$ cat config.mk
export PLATFORM = sky130hd
export DESIGN_NAME = image_loader
export DESIGN_NICKNAME = d
export VERILOG_FILES = /design/src/rtl/cpu_pkg.sv /design/src/rtl/image_word_writer.sv /design/src/rtl/image_loader.sv
export SDC_FILE = /design/constraint.sdc
export NUM_CORES = 1
export LEC_CHECK = 0
export BUFFER_PORTS_ARGS = -buffer_cell sky130_fd_sc_hd__clkbuf_2
export CAP_MARGIN = 25
export CORE_MARGIN = 5
export CORE_UTILIZATION = 60
export CTS_BUF_LIST = sky130_fd_sc_hd__clkbuf_4
export DETAILED_ROUTE_END_ITERATION = 7
export PLACE_DENSITY = 0.85
export SETUP_SLACK_MARGIN = 0.1
export SYNTH_ARGS = -nofsm -noshare
export SYNTH_HDL_FRONTEND = slang
export SYNTH_SLANG_ARGS = --single-unit
$ cat constraint.sdc
create_clock -name clk_i -period 4 [get_ports clk_i]
set_clock_uncertainty 0.15 [all_clocks]
set_input_delay 0.8 -clock clk_i [delete_from_list [all_inputs] [get_ports clk_i]]
set_output_delay 0.8 -clock clk_i [all_outputs]
set_load 0.005 [all_outputs]
$ cat src/rtl/cpu_pkg.sv
// Shared definitions for the boot loader that feeds the single-cycle CPU.
//   loader_state_t : loader sequencing states
//   SP_REG_IDX     : register index written by the $sp init pulse
//   HDR_*_WORD     : word offsets inside an image header
package cpu_pkg;

  typedef enum logic [2:0] {
    I_PC,
    I_CNT,
    I_DATA,
    D_SP,
    D_CNT,
    D_DATA,
    D_ZERO,
    DONE
  } loader_state_t;

  localparam int unsigned SP_REG_IDX     = 29;
  localparam int unsigned HDR_INIT_WORD  = 0;
  localparam int unsigned HDR_COUNT_WORD = 1;

endpackage

$ cat src/rtl/image_word_writer.sv
// Word counter plus address generator for one memory image.
//   clk_i, rst_i : clock, synchronous active-high reset
//   start_i      : latch base_i/count_i and clear the word index
//   take_i       : a payload word (wdata_i) was accepted this cycle
//   fill_i       : write a zero word at the current address
//   suppress_i   : accepted payload words produce no strobe
//   we_o/addr_o/wdata_o : registered word write, one cycle per word
//   oor_o        : current address (base + 4k) is outside [0, LIMIT)
//   last_o       : current word is the final one of the image
module image_word_writer #(
  parameter int unsigned LIMIT = 1024
) (
  input  logic        clk_i,
  input  logic        rst_i,
  input  logic        start_i,
  input  logic [31:0] base_i,
  input  logic [31:0] count_i,
  input  logic        take_i,
  input  logic        fill_i,
  input  logic        suppress_i,
  input  logic [31:0] wdata_i,
  output logic        we_o,
  output logic [31:0] addr_o,
  output logic [31:0] wdata_o,
  output logic        oor_o,
  output logic        last_o
);

  logic [31:0] base_q;
  logic [31:0] count_q;
  logic [31:0] k_q;
  logic [34:0] addr_ext;

  // Extended sum keeps the carry, so a 32-bit wrap reads as out of range.
  always_comb begin
    addr_ext = {3'b000, base_q} + {1'b0, k_q, 2'b00};
  end

  assign oor_o  = (addr_ext + 35'd3) >= 35'(LIMIT);
  assign last_o = (k_q + 32'd1) == count_q;

  always_ff @(posedge clk_i) begin
    if (rst_i) begin
      base_q  <= '0;
      count_q <= '0;
      k_q     <= '0;
      we_o    <= 1'b0;
      addr_o  <= '0;
      wdata_o <= '0;
    end else begin
      we_o <= 1'b0;
      if (start_i) begin
        base_q  <= base_i;
        count_q <= count_i;
        k_q     <= '0;
      end else if (take_i) begin
        we_o    <= !oor_o && !suppress_i;
        addr_o  <= addr_ext[31:0];
        wdata_o <= wdata_i;
        k_q     <= k_q + 32'd1;
      end else if (fill_i) begin
        we_o    <= !oor_o;
        addr_o  <= addr_ext[31:0];
        wdata_o <= '0;
        k_q     <= k_q + 32'd1;
      end
    end
  end

endmodule

$ cat src/rtl/image_loader.sv
// Boot loader: consumes the instruction image then the data image from one
// valid/ready word stream, writes them to memory, zero-fills the rest of
// data memory, loads PC and $sp, then releases the CPU.
//   clk_i, rst_i            : clock, synchronous active-high reset
//   word_i/word_valid_i     : stream input; word_ready_o accepts it
//   imem_we_o/addr/wdata    : instruction memory word write
//   dmem_we_o/addr/wdata    : data memory word write
//   pc_load_o/pc_init_o     : one-cycle PC load pulse and value
//   sp_we_o/sp_init_o       : one-cycle $sp write pulse and value
//   cpu_run_o               : CPU active-low reset, 1 once loading is done
//   err_o                   : sticky error (misaligned PC, out-of-range word)
module image_loader
  import cpu_pkg::*;
#(
  parameter int unsigned IMEM_BYTES = 1024,
  parameter int unsigned DMEM_BYTES = 1024
) (
  input  logic        clk_i,
  input  logic        rst_i,
  input  logic [31:0] word_i,
  input  logic        word_valid_i,
  output logic        word_ready_o,
  output logic        imem_we_o,
  output logic [31:0] imem_addr_o,
  output logic [31:0] imem_wdata_o,
  output logic        dmem_we_o,
  output logic [31:0] dmem_addr_o,
  output logic [31:0] dmem_wdata_o,
  output logic        pc_load_o,
  output logic [31:0] pc_init_o,
  output logic        sp_we_o,
  output logic [31:0] sp_init_o,
  output logic        cpu_run_o,
  output logic        err_o
);

  loader_state_t state_q, state_n;

  logic xfer;
  logic i_misaligned;
  logic i_start, i_take, i_oor, i_last;
  logic d_start, d_take, d_fill, d_oor, d_last;
  logic err_set;

  assign xfer    = word_valid_i && word_ready_o;
  assign i_start = xfer && (state_q == I_CNT);
  assign i_take  = xfer && (state_q == I_DATA);
  assign d_start = xfer && (state_q == D_CNT);
  assign d_take  = xfer && (state_q == D_DATA);
  // The data writer's index is already 4m after the payload (0 for m == 0),
  // so zero-fill simply keeps stepping it until it leaves the memory.
  assign d_fill  = (state_q == D_ZERO) && !d_oor;

  assign err_set = (xfer && (state_q == I_PC) && (word_i[1:0] != 2'b00))
                || (i_take && i_oor)
                || (d_take && d_oor);

  image_word_writer #(.LIMIT(IMEM_BYTES)) u_imem_writer (
    .clk_i      (clk_i),
    .rst_i      (rst_i),
    .start_i    (i_start),
    .base_i     (pc_init_o),
    .count_i    (word_i),
    .take_i     (i_take),
    .fill_i     (1'b0),
    .suppress_i (i_misaligned),
    .wdata_i    (word_i),
    .we_o       (imem_we_o),
    .addr_o     (imem_addr_o),
    .wdata_o    (imem_wdata_o),
    .oor_o      (i_oor),
    .last_o     (i_last)
  );

  image_word_writer #(.LIMIT(DMEM_BYTES)) u_dmem_writer (
    .clk_i      (clk_i),
    .rst_i      (rst_i),
    .start_i    (d_start),
    .base_i     ('0),
    .count_i    (word_i),
    .take_i     (d_take),
    .fill_i     (d_fill),
    .suppress_i (1'b0),
    .wdata_i    (word_i),
    .we_o       (dmem_we_o),
    .addr_o     (dmem_addr_o),
    .wdata_o    (dmem_wdata_o),
    .oor_o      (d_oor),
    .last_o     (d_last)
  );

  always_ff @(posedge clk_i) begin
    if (rst_i) state_q <= I_PC;
    else       state_q <= state_n;
  end

  always_comb begin
    state_n = state_q;
    case (state_q)
      I_PC:    if (xfer) state_n = I_CNT;
      I_CNT:   if (xfer) state_n = (word_i == '0) ? D_SP : I_DATA;
      I_DATA:  if (xfer && i_last) state_n = D_SP;
      D_SP:    if (xfer) state_n = D_CNT;
      D_CNT:   if (xfer) state_n = (word_i == '0) ? D_ZERO : D_DATA;
      D_DATA:  if (xfer && d_last) state_n = D_ZERO;
      D_ZERO:  if (d_oor) state_n = DONE;
      DONE:    state_n = DONE;
      default: state_n = I_PC;
    endcase
  end

  always_ff @(posedge clk_i) begin
    if (rst_i) begin
      word_ready_o <= 1'b0;
      cpu_run_o    <= 1'b0;
      pc_load_o    <= 1'b0;
      pc_init_o    <= '0;
      sp_we_o      <= 1'b0;
      sp_init_o    <= '0;
      err_o        <= 1'b0;
      i_misaligned <= 1'b0;
    end else begin
      // Ready follows the state being entered so it is valid in that state.
      word_ready_o <= (state_n != D_ZERO) && (state_n != DONE);
      cpu_run_o    <= (state_n == DONE);
      pc_load_o    <= 1'b0;
      sp_we_o      <= 1'b0;
      if (xfer && (state_q == I_PC)) begin
        pc_load_o    <= 1'b1;
        pc_init_o    <= word_i;
        i_misaligned <= (word_i[1:0] != 2'b00);
      end
      if (xfer && (state_q == D_SP)) begin
        sp_we_o   <= 1'b1;
        sp_init_o <= word_i;
      end
      if (err_set) err_o <= 1'b1;
    end
  end

endmodule

# Yosys cells after proc, flatten, opt, wreduce, memory -nomap -nowiden
# Cells that the tools add are included.
dict set report totals {
  register_bits 363
  inputBits 35
  out_inout_bits 199
  elab_cells 91
}
dict set report classes {
  addsub 5
  magnitude_cmp 2
  eq_ne 12
  n_mux 20
  n_bitwise 3
  reduce_logical 29
}
# cell count
set op_table {}
lappend op_table {{2-to-1 mux 32 bit} 6}
lappend op_table {{greater-or-equal comparator 35 x 11 -> 1 bit (second input constant)} 2}
lappend op_table {{adder 32 x 1 -> 32 bit (second input constant)} 2}
lappend op_table {{== test 32 bit} 2}
lappend op_table {{adder 32 x 34 -> 35 bit} 1}
lappend op_table {{adder 34 x 2 -> 35 bit (second input constant)} 1}
lappend op_table {{adder 35 x 2 -> 35 bit (second input constant)} 1}
lappend op_table {{zero test 32 bit} 1}
lappend op_table {{one-hot mux 3 bit (8 select lines)} 1}
lappend op_table {{2-to-1 mux 3 bit} 7}
lappend op_table {{== test 3 bit (second input constant)} 5}
lappend op_table {{logical AND 1 bit} 15}
lappend op_table {{== test 3 x 2 -> 1 bit (second input constant)} 2}
lappend op_table {{inequality test 3 bit (second input constant)} 2}
lappend op_table {{2-to-1 mux 1 bit} 5}
lappend op_table {{AND reduction 2 bit} 2}
lappend op_table {{nonzero test 2 bit} 2}
lappend op_table {{OR reduction 2 bit} 2}
lappend op_table {{== test 3 x 1 -> 1 bit (second input constant)} 1}
lappend op_table {{zero test 1 bit} 3}
lappend op_table {{zero test 3 bit} 1}
lappend op_table {{inverter 1 bit} 3}
lappend op_table {{OR reduction 3 bit} 1}
lappend op_table {{logical OR 1 bit} 2}
lappend op_table {{2-to-1 mux 2 bit} 1}

# Logic depth before layout (Yosys ltp)
# Gate-level depths: netlist of the first run.
dict set report depth {
  depth_word 7
  ltp_mapped 14
  mapped_depth_nobuf 14
}

# Modules after synthesis
# From an unflattened synthesis of the first run, not the netlist that was laid out.
dict set report unflattened {
  hier_cells 2361
  area_unflattened_um2 19907.8
}
# mod instances cells_per_inst area_each_um2 seq_area_each_um2
set modules_own_cells {}
lappend modules_own_cells {image_word_writer 2 1006 8580.7 3223.1}
lappend modules_own_cells {image_loader 1 349 2746.4 1461.4}

# Least setup slack after synthesis of the first run
# Ideal clock, no wire load.
dict set report synth_path {
  path_kind {register to register}
  start {register u_imem_writer.k_q[0]}
  end {register u_imem_writer.we_o}
  setup_ps 60
  t_arrival_ps 3489
  setup_slack_ps 301
  path_stages_with_launch 14
  path_buffers 0
  synth_period_minus_slack_ps 3699
  path_cell_list {dfxtp_1 > ha_1 > inv_1 > fa_1 > nand2b_1 > a211oi_2 > o21ai_1 > a221oi_2 > nand3_1 > or3_4 > or3_1 > a221o_1 > o31ai_1 > and3_1}
}
dict set report synth_via {
  elab_chain_cells 5
}
# item line
set synth_lines {}
lappend synth_lines {{from (decl)} image_word_writer.sv:31} ;# logic [31:0] k_q;
lappend synth_lines {{from (signal assigned)} image_word_writer.sv:60} ;# k_q <= k_q + 32'd1;
lappend synth_lines {{from (signal assigned)} image_word_writer.sv:65} ;# k_q <= k_q + 32'd1;
lappend synth_lines {{adder 32 x 34 -> 35 bit} image_word_writer.sv:36} ;# addr_ext = {3'b000, base_q} + {1'b0, k_q, 2'b00};
lappend synth_lines {{adder 35 x 2 -> 35 bit} image_word_writer.sv:39} ;# assign oor_o = (addr_ext + 35'd3) >= 35'(LIMIT);
lappend synth_lines {{greater-or-equal comparator 35 x 11 -> 1 bit} image_word_writer.sv:39}
lappend synth_lines {{zero test 1 bit} image_word_writer.sv:57} ;# we_o <= !oor_o && !suppress_i;
lappend synth_lines {{logical AND 1 bit} image_word_writer.sv:57}
lappend synth_lines {{to (signal assigned)} image_word_writer.sv:57}
lappend synth_lines {{to (signal assigned)} image_word_writer.sv:62} ;# we_o <= !oor_o;
lappend synth_lines {{to (decl)} image_word_writer.sv:22} ;# output logic we_o,
# No other way between the ends.
# A chain may end at the register's enable or synchronous reset.

# Final worst setup path of the first run
dict set report layout_path {
  start {register u_imem_writer.base_q[2]}
  end {register u_imem_writer.we_o}
}
dict set report layout_via {
  elab_chain_cells 5
}
# item line
set layout_lines {}
lappend layout_lines {{from (decl)} image_word_writer.sv:29} ;# logic [31:0] base_q;
lappend layout_lines {{from (signal assigned)} image_word_writer.sv:53} ;# base_q <= base_i;
lappend layout_lines {{adder 32 x 34 -> 35 bit} image_word_writer.sv:36}
lappend layout_lines {{adder 35 x 2 -> 35 bit} image_word_writer.sv:39}
lappend layout_lines {{greater-or-equal comparator 35 x 11 -> 1 bit} image_word_writer.sv:39}
lappend layout_lines {{zero test 1 bit} image_word_writer.sv:57}
lappend layout_lines {{logical AND 1 bit} image_word_writer.sv:57}
# No other way between the ends.

==> flow_summary_export.csv, run 1 <==
group,metric,value,unit
worst_setup_path,ff2ff_path_depth,14,
power,p_leak,7.615,nW
detailed_routing,routed_wl,53610,um
floorplan,coreArea,28470,um2
detailed_routing,drtAntennaViolNets,0,
sta,rsz0062_at_grt,"false",
floorplan,io_pins,234,
sta,max_freq,261.7,MHz
final_layout,nFillCells,2341,
yosys,synthArstFlopShare,0,%
yosys,ys_seq_area_share,42.12,%
yosys,syn-instance-count,2249,
placed_design,hpwl,37090,um
sta,drv_slew,0,
sta,hold_violations,0,
min_path,hold_class,"in -> reg",
clock_network,path_clk_slew,0.07,ns
floorplan,die_h,179.1,um
clock_network,clock-sinks,361,
yosys,yosys.area_share.simple,25.61,%
yosys,yosysTopAreaCellShare,42.12,%
placed_design,placed_cells,2751,
worst_setup_path,path_class,"reg -> reg",
detailed_routing,drt_iter0_markers,1757,
detailed_routing,routedWlPerCell,18.45,um
floorplan,num_rows,62,
final_layout,regArea,7233,um2
detailed_routing,first_pass_iters,6,
detailed_routing,via_per_inst,5.965,
floorplan,fp.dieW,179.1,um
sta,setup-violations-final,0,
yosys,synth_top_cell_by_area,"dfxtp_1",
worst_setup_path,cpPeakStageDelay,0.41,ns
sta,max_slew_margin,41.48,%
yosys,yosysMostFrequentCell,"nand2_1",
worst_setup_path,rrSetupSlack,0.18,ns
status,status,"finished clean",
worst_setup_path,worst_ep_arrival_time,4.31,ns
sta,period_share,95.52,%
min_path,holdPathStages,3,
flow_run,maxCapViolations,0,
grt,grt_pass1_vias,16740,
detailed_routing,drcViolationCount,0,
clock_network,clock_latency,0.75,ns
sta,worst_pin_slew,0.8779,ns
worst_setup_path,cp_max_fo,5,
yosys,syn_avg_cell_area,7.630,um2
clock_network,numCtsBuffers,92,
yosys,synth_edf_count,0,
placed_design,gp_congestion,0.9973,
yosys,ys_types,73,
clock_network,cts_hold_buffers,0,
yosys,ys.flop_type,"dfxtp_1",
yosys,synthTopCellsByCount,"nand2_1, dfxtp_1, a21oi_1",
yosys,ys_seq_elements,361,
power,peakVddDrop,0.0002333,V
yosys,synthMuxAreaShare,0.1240,%
power,p_per_area,348.5,nW/um2
grt,grt_max_degree,178,
floorplan,design.die.area,32080,um2
yosys,synth_top_family_by_area,"simple AND/OR/NAND/NOR gates",
final_layout,multi_input_area,9370,um2
clock_network,clock_path_buffers,3,
sta,finalSetupTns,0,ns
grt,grt_pass1_wl,84470,um
worst_setup_path,critPathBufInv,1,
detailed_routing,vias,17340,
grt,grt_overflow,0,
floorplan,start_util,60.27,%
yosys,synth_compound_area_share,16.42,%
placed_design,io_buffers,231,
yosys,synthTopCellsByArea,"dfxtp_1, nand2_1, a21oi_1, xnor2_1, xor2_1",
grt,gr-usage-all-layers,32.27,%
sta,min_period,3.821,ns
clock_network,htree_levels,3,
grt,antenna_found_initial,2,
final_layout,fin_area,19820,um2
yosys,ys.warnings.count,0,
placed_design,place_area,18560,um2
clock_network,cts_tree,"built",
final_layout,syn_to_final_growth,15.51,%
worst_setup_path,cp.required,4.48,ns
worst_setup_path,startpoint_type,"register",
final_layout,drive_above_1_share,18.45,%
worst_setup_path,cp_slowest_cell,"or3_1",
worst_setup_path,path_cells,"ha_4 > inv_2 > fa_2 > nand2b_4 > a211oi_4 > o211ai_1 > nand3b_1 > xor2_2 > nand4_1 > or3_1 > a221o_1 > nand4bb_1 > o31ai_2 > and3_1",
final_layout,nets,2535,
yosys,netlist_area,17160,um2
clock_network,cts_root_buf,"clkbuf_4",
final_layout,finalNonFillerCells,2906,
worst_setup_path,crit_path_end_kind,"register",
worst_setup_path,cp.depth,14,
yosys,synthXorXnorAreaFrac,9.188,%
yosys,synthAdderAreaFrac,2.450,%
worst_setup_path,crit_family,"simple AND/OR/NAND/NOR gates",
[path summary, 6_finish.rpt]
kind | from | endpoint
worst min-delay path | word_i[28] | sp_init_o[28]$_SDFFE_PP0P_
worst min register to register | u_imem_writer.addr_o[18]$_SDFFE_PP0P_ | u_imem_writer.addr_o[18]$_SDFFE_PP0P_
worst max register to register | u_imem_writer.base_q[2]$_SDFFE_PP0P_ | u_imem_writer.we_o$_SDFF_PP0_
worst max-delay path | u_imem_writer.base_q[2]$_SDFFE_PP0P_ | u_imem_writer.we_o$_SDFF_PP0_
[flip-flops by register name, indices dropped and copies added, names as in the netlist]
| register | flops |
|---|---|
| u_imem_writer.base_q | 32 |
| u_imem_writer.wdata_o | 32 |
| u_dmem_writer.count_q | 32 |
| pc_init_o | 32 |
| sp_init_o | 32 |
| i_misaligned | 1 |
| u_imem_writer.k_q | 32 |
| state_q | 3 |
| u_dmem_writer.addr_o | 30 |
| u_dmem_writer.k_q | 32 |
| u_imem_writer.count_q | 32 |
| word_ready_o | 1 |
| sp_we_o | 1 |
| u_imem_writer.addr_o | 32 |
| err_o | 1 |
| u_imem_writer.we_o | 1 |
| u_dmem_writer.wdata_o | 32 |
| pc_load_o | 1 |
| u_dmem_writer.we_o | 1 |
| cpu_run_o | 1 |
[kinds of logic after synthesis]
logic type,after synthesis
buffers and inverters,177
adders and majority gates,33
AOI/OAI and AO/OA,485
and+or+nand+nor,1010
xor gates and xnor gates,180
DFF,361
other,1
muxes,2
[timing repair]
action                                  4_1_cts  5_1_grt
endpoints found under the setup margin        2        3
pin swaps                                     2       14
resized for setup                             3       27
buffers inserted                              1        5
[report_power, final]
part | internal [W] | switching [W]
combinational | 0.0000480 | 0.000167
clock | 0.00156 | 0.00150
sequential | 0.00361 | 0.0000188
[metal layers]
layer  global-route usage [%]  share of wire [%]  vias to the layer above  wire length, um
met4                    16.63                4.8                        2             2547
met3                    6.369                8.8                      180             4691
li1                         -                  -                     8120                -
met1                    39.76                 39                     8148            20920
met5                        0              0.034                        -               18
met2                    53.62                 47                      885            25430
[worst reg2reg max path: cells and delay by family (launching register included)]
family	cells	cell delay (ns)
buf+inv	1	0.04
xor+xnor	1	0.24
simple gates	6	1.43
fa+ha+maj	2	0.51
compound gates	4	1.03
flops	1	0.35
[per-stage QoR]
stage / util, % / total power (W) / hold WS (ns) / worst slack, ns
6_report: 69.62 / 0.006908 / 0.2519 / 0.1790
3_3_place_gp: 65.19 / 0.003915 / 0.2918 / 0.1552
5_1_grt: 69.62 / 0.007153 / 0.2452 / 0.06630
4_1_cts: 69.16 / 0.006940 / 0.2047 / 0.1311
2_1_floorplan: - / 0.003799 / 0.2900 / 0.3005
3_5_place_dp: 65.19 / 0.003919 / 0.2963 / 0.06288
[area by class of cell]
type | instances | share of cell area (%)
flip-flops and latches | 361 | 36.49
clock inverters | 17 | 0.5934
repair buffers | 280 | 7.859
diodes | 1 | 0.01263
clock buffers | 131 | 4.962
multi-input cells | 1712 | 47.28
well taps | 384 | 2.424
inverters | 20 | 0.3788
[placed cells by master, fill, tap and decap left out, drive strengths merged, types with 6 or more instances in the layout]
cell type,synthesis,layout
a211oi,12,12
a21o,12,12
a21oi,312,312
a22o,15,15
a22oi,19,19
a31oi,8,8
and2,9,9
and3,15,15
and4,10,10
buf,32,49
clkbuf,125,362
clkinv,0,12
dfxtp,361,361
ha,32,32
inv,20,24
nand2,598,598
nand2b,10,10
nand3,49,49
nand3b,7,7
nand4,37,37
nor2,162,162
nor3,43,43
nor3b,6,6
nor4,33,33
o211ai,6,6
o21ai,48,48
o31ai,7,7
or3,13,13
xnor2,102,102
xor2,78,78
No activity file was read; power rests on OpenSTA's default activity.
==> inputs of run 2 (changes only) <==
--- a/config.mk
+++ b/config.mk
@@ -5,13 +5,13 @@
 export SDC_FILE = /design/constraint.sdc
 export NUM_CORES = 1
 export LEC_CHECK = 0
-export BUFFER_PORTS_ARGS = -buffer_cell sky130_fd_sc_hd__clkbuf_2
 export CAP_MARGIN = 25
 export CORE_MARGIN = 5
-export CORE_UTILIZATION = 60
+export CORE_UTILIZATION = 66
 export CTS_BUF_LIST = sky130_fd_sc_hd__clkbuf_4
 export DETAILED_ROUTE_END_ITERATION = 7
-export PLACE_DENSITY = 0.85
+export DONT_BUFFER_PORTS = 1
+export PLACE_DENSITY = 0.84
 export SETUP_SLACK_MARGIN = 0.1
 export SYNTH_ARGS = -nofsm -noshare
 export SYNTH_HDL_FRONTEND = slang
==> flow_summary_export.csv, run 2 (synthesis gave the netlist of run 1 again) <==
group,metric,value,unit
detailed_routing,first_pass_iters,8,
clock_network,cts_root_buf,"clkbuf_4",
clock_network,clock_path_buffers,3,
clock_network,htree_levels,3,
final_layout,nFillCells,2003,
sta,max_freq,262.3,MHz
worst_setup_path,startpoint_type,"register",
placed_design,pre_cts_ws,-0.02124,ns
sta,period_share,95.29,%
floorplan,start_util,66.41,%
worst_setup_path,cp.required,4.50,ns
worst_setup_path,cp_max_fo,5,
grt,grt_pass1_vias,15520,
grt,grt_overflow,0,
detailed_routing,drt_iter0_markers,1596,
power,peakVddDrop,0.0002983,V
clock_network,path_clk_slew,0.07,ns
status,status,"finished clean",
detailed_routing,drcViolationCount,0,
detailed_routing,drtAntennaViolNets,0,
detailed_routing,routedWlPerCell,19.34,um
detailed_routing,vias,16470,
worst_setup_path,crit_path_end_kind,"register",
final_layout,finalNonFillerCells,2646,
sta,min_period,3.812,ns
placed_design,hpwl,34680,um
grt,gr-usage-all-layers,33.35,%
grt,grt_max_degree,194,
worst_setup_path,rrSetupSlack,0.19,ns
final_layout,final_cell_mix,"nand2_1, dfxtp_1, a21oi_1",
floorplan,fp.dieW,171.2,um
worst_setup_path,path_class,"reg -> reg",
sta,max_slew_margin,31.04,%
floorplan,design.die.area,29320,um2
placed_design,gp_congestion,0.9575,
detailed_routing,routed_wl,51180,um
sta,worst_pin_slew,1.034,ns
sta,drv_slew,0,
final_layout,final_common_cell,"nand2_1",
final_layout,fin_area,18750,um2
clock_network,clock-sinks,361,
power,p_per_area,357.4,nW/um2
detailed_routing,via_per_inst,6.225,
final_layout,nets,2318,
placed_design,io_buffers,0,
sta,rsz0062_at_grt,"true",
final_layout,syn_to_final_growth,9.282,%
floorplan,coreArea,25840,um2
sta,setup_slack,0.1883,ns
floorplan,num_rows,59,
clock_network,cts_tree,"built",
placed_design,placed_cells,2474,
floorplan,die_h,171.2,um
min_path,hold_class,"in -> reg",
grt,antenna_found_initial,2,
grt,grt_pass1_wl,79490,um
sta,hold_violations,0,
clock_network,numCtsBuffers,88,
clock_network,clock_latency,0.75,ns
flow_run,maxCapViolations,0,
sta,setup-violations-final,0,
floorplan,io_pins,234,
worst_setup_path,worst_ep_arrival_time,4.31,ns
placed_design,place_area,17330,um2
final_layout,drive_above_1_share,9.918,%
power,p_leak,6.632,nW
run 2: cell types whose count changed in the layout (fill, tap and decap cells not counted), sizes merged:
| cell | previous run | this run |
|---|---|---|
| clkbuf | 362 | 120 |
| dlygate4sd3 | 0 | 15 |
| clkinv | 12 | 23 |
| buf | 49 | 52 |
| diode | 1 | 2 |
| inv | 24 | 25 |
run 2: timing repair:
item,4_1_cts,5_1_grt
buffers inserted,1,4
setup endpoints to repair,2,4
resized for setup,5,26
hold buffers,11,5
pin swaps,1,15
endpoints found under the hold margin,96,6
run 2: worst paths after layout:
| path | startpoint | endpoint | depth (start not counted) |
|---|---|---|---|
| worst max-delay path | u_imem_writer.base_q[2]$_SDFFE_PP0P_ | u_imem_writer.we_o$_SDFF_PP0_ | 14 |
| worst min-delay path | word_i[2] | sp_init_o[2]$_SDFFE_PP0P_ | 2 |
| worst max register to register | u_imem_writer.base_q[2]$_SDFFE_PP0P_ | u_imem_writer.we_o$_SDFF_PP0_ | 14 |
| worst min register to register | u_imem_writer.base_q[19]$_SDFFE_PP0P_ | u_imem_writer.base_q[19]$_SDFFE_PP0P_ | 2 |
run 2: worst max-delay path, cell delays in order (launching register included):
cell and delay, ns:
dfxtp_2 0.35, ha_4 0.16, inv_4 0.03, fa_2 0.36, nand2b_4 0.16, a211oi_4 0.36, o21ai_2 0.10, a221oi_2 0.29
nand3_1 0.12, or3_4 0.43, or3_4 0.34, a221o_1 0.35, nand4bb_1 0.22, o31ai_2 0.11, and3_1 0.20
run 2: metal layers:
| layer | track usage [%] | part of all wire (%) | up-vias |
|---|---|---|---|
| met5 | 0 | 0 | - |
| met1 | 39.97 | 38 | 7686 |
| met4 | 17.33 | 5.4 | 0 |
| met3 | 8.044 | 8.8 | 223 |
| met2 | 55.83 | 48 | 869 |
| li1 | - | - | 7694 |
run 2: power breakdown:
part / switching (W) / leakage, nW / internal (W) / total [W]
clock network: 0.00149 / 0.631 / 0.00147 / 0.00296
registers: 0.0000245 / 2.91 / 0.00361 / 0.00364
logic: 0.0000673 / 3.09 / 0.0000364 / 0.000104
total: 0.00159 / 6.63 / 0.00512 / 0.00670
run 2: metrics by stage:
step / TNS (ns) / total power (W) / hold slack, ns / utilization, %
after floorplan: 0 / 0.003799 / 0.2900 / -
after global placement: 0 / 0.003786 / 0.2925 / 67.08
after detailed placement: -0.02124 / 0.003789 / 0.3048 / 67.08
after CTS: 0 / 0.006737 / 0.0002495 / 71.84
after global routing: 0 / 0.006954 / 0.005157 / 72.58
final: 0 / 0.006702 / 0.03795 / 72.58
run 2: area by class of cell:
cell class                      instances  area (um2)  area share (%)
Clock buffer                          120       900.9           4.804
Tap cell                              335       419.2           2.235
Inverter                               20       77.57          0.4137
Sequential cell                       361        7233           38.57
Antenna cell                            2       5.005         0.02669
Multi-Input combinational cell       1712        9387           50.06
Timing Repair Buffer                   67       560.5           2.989
Clock inverter                         29       168.9          0.9008
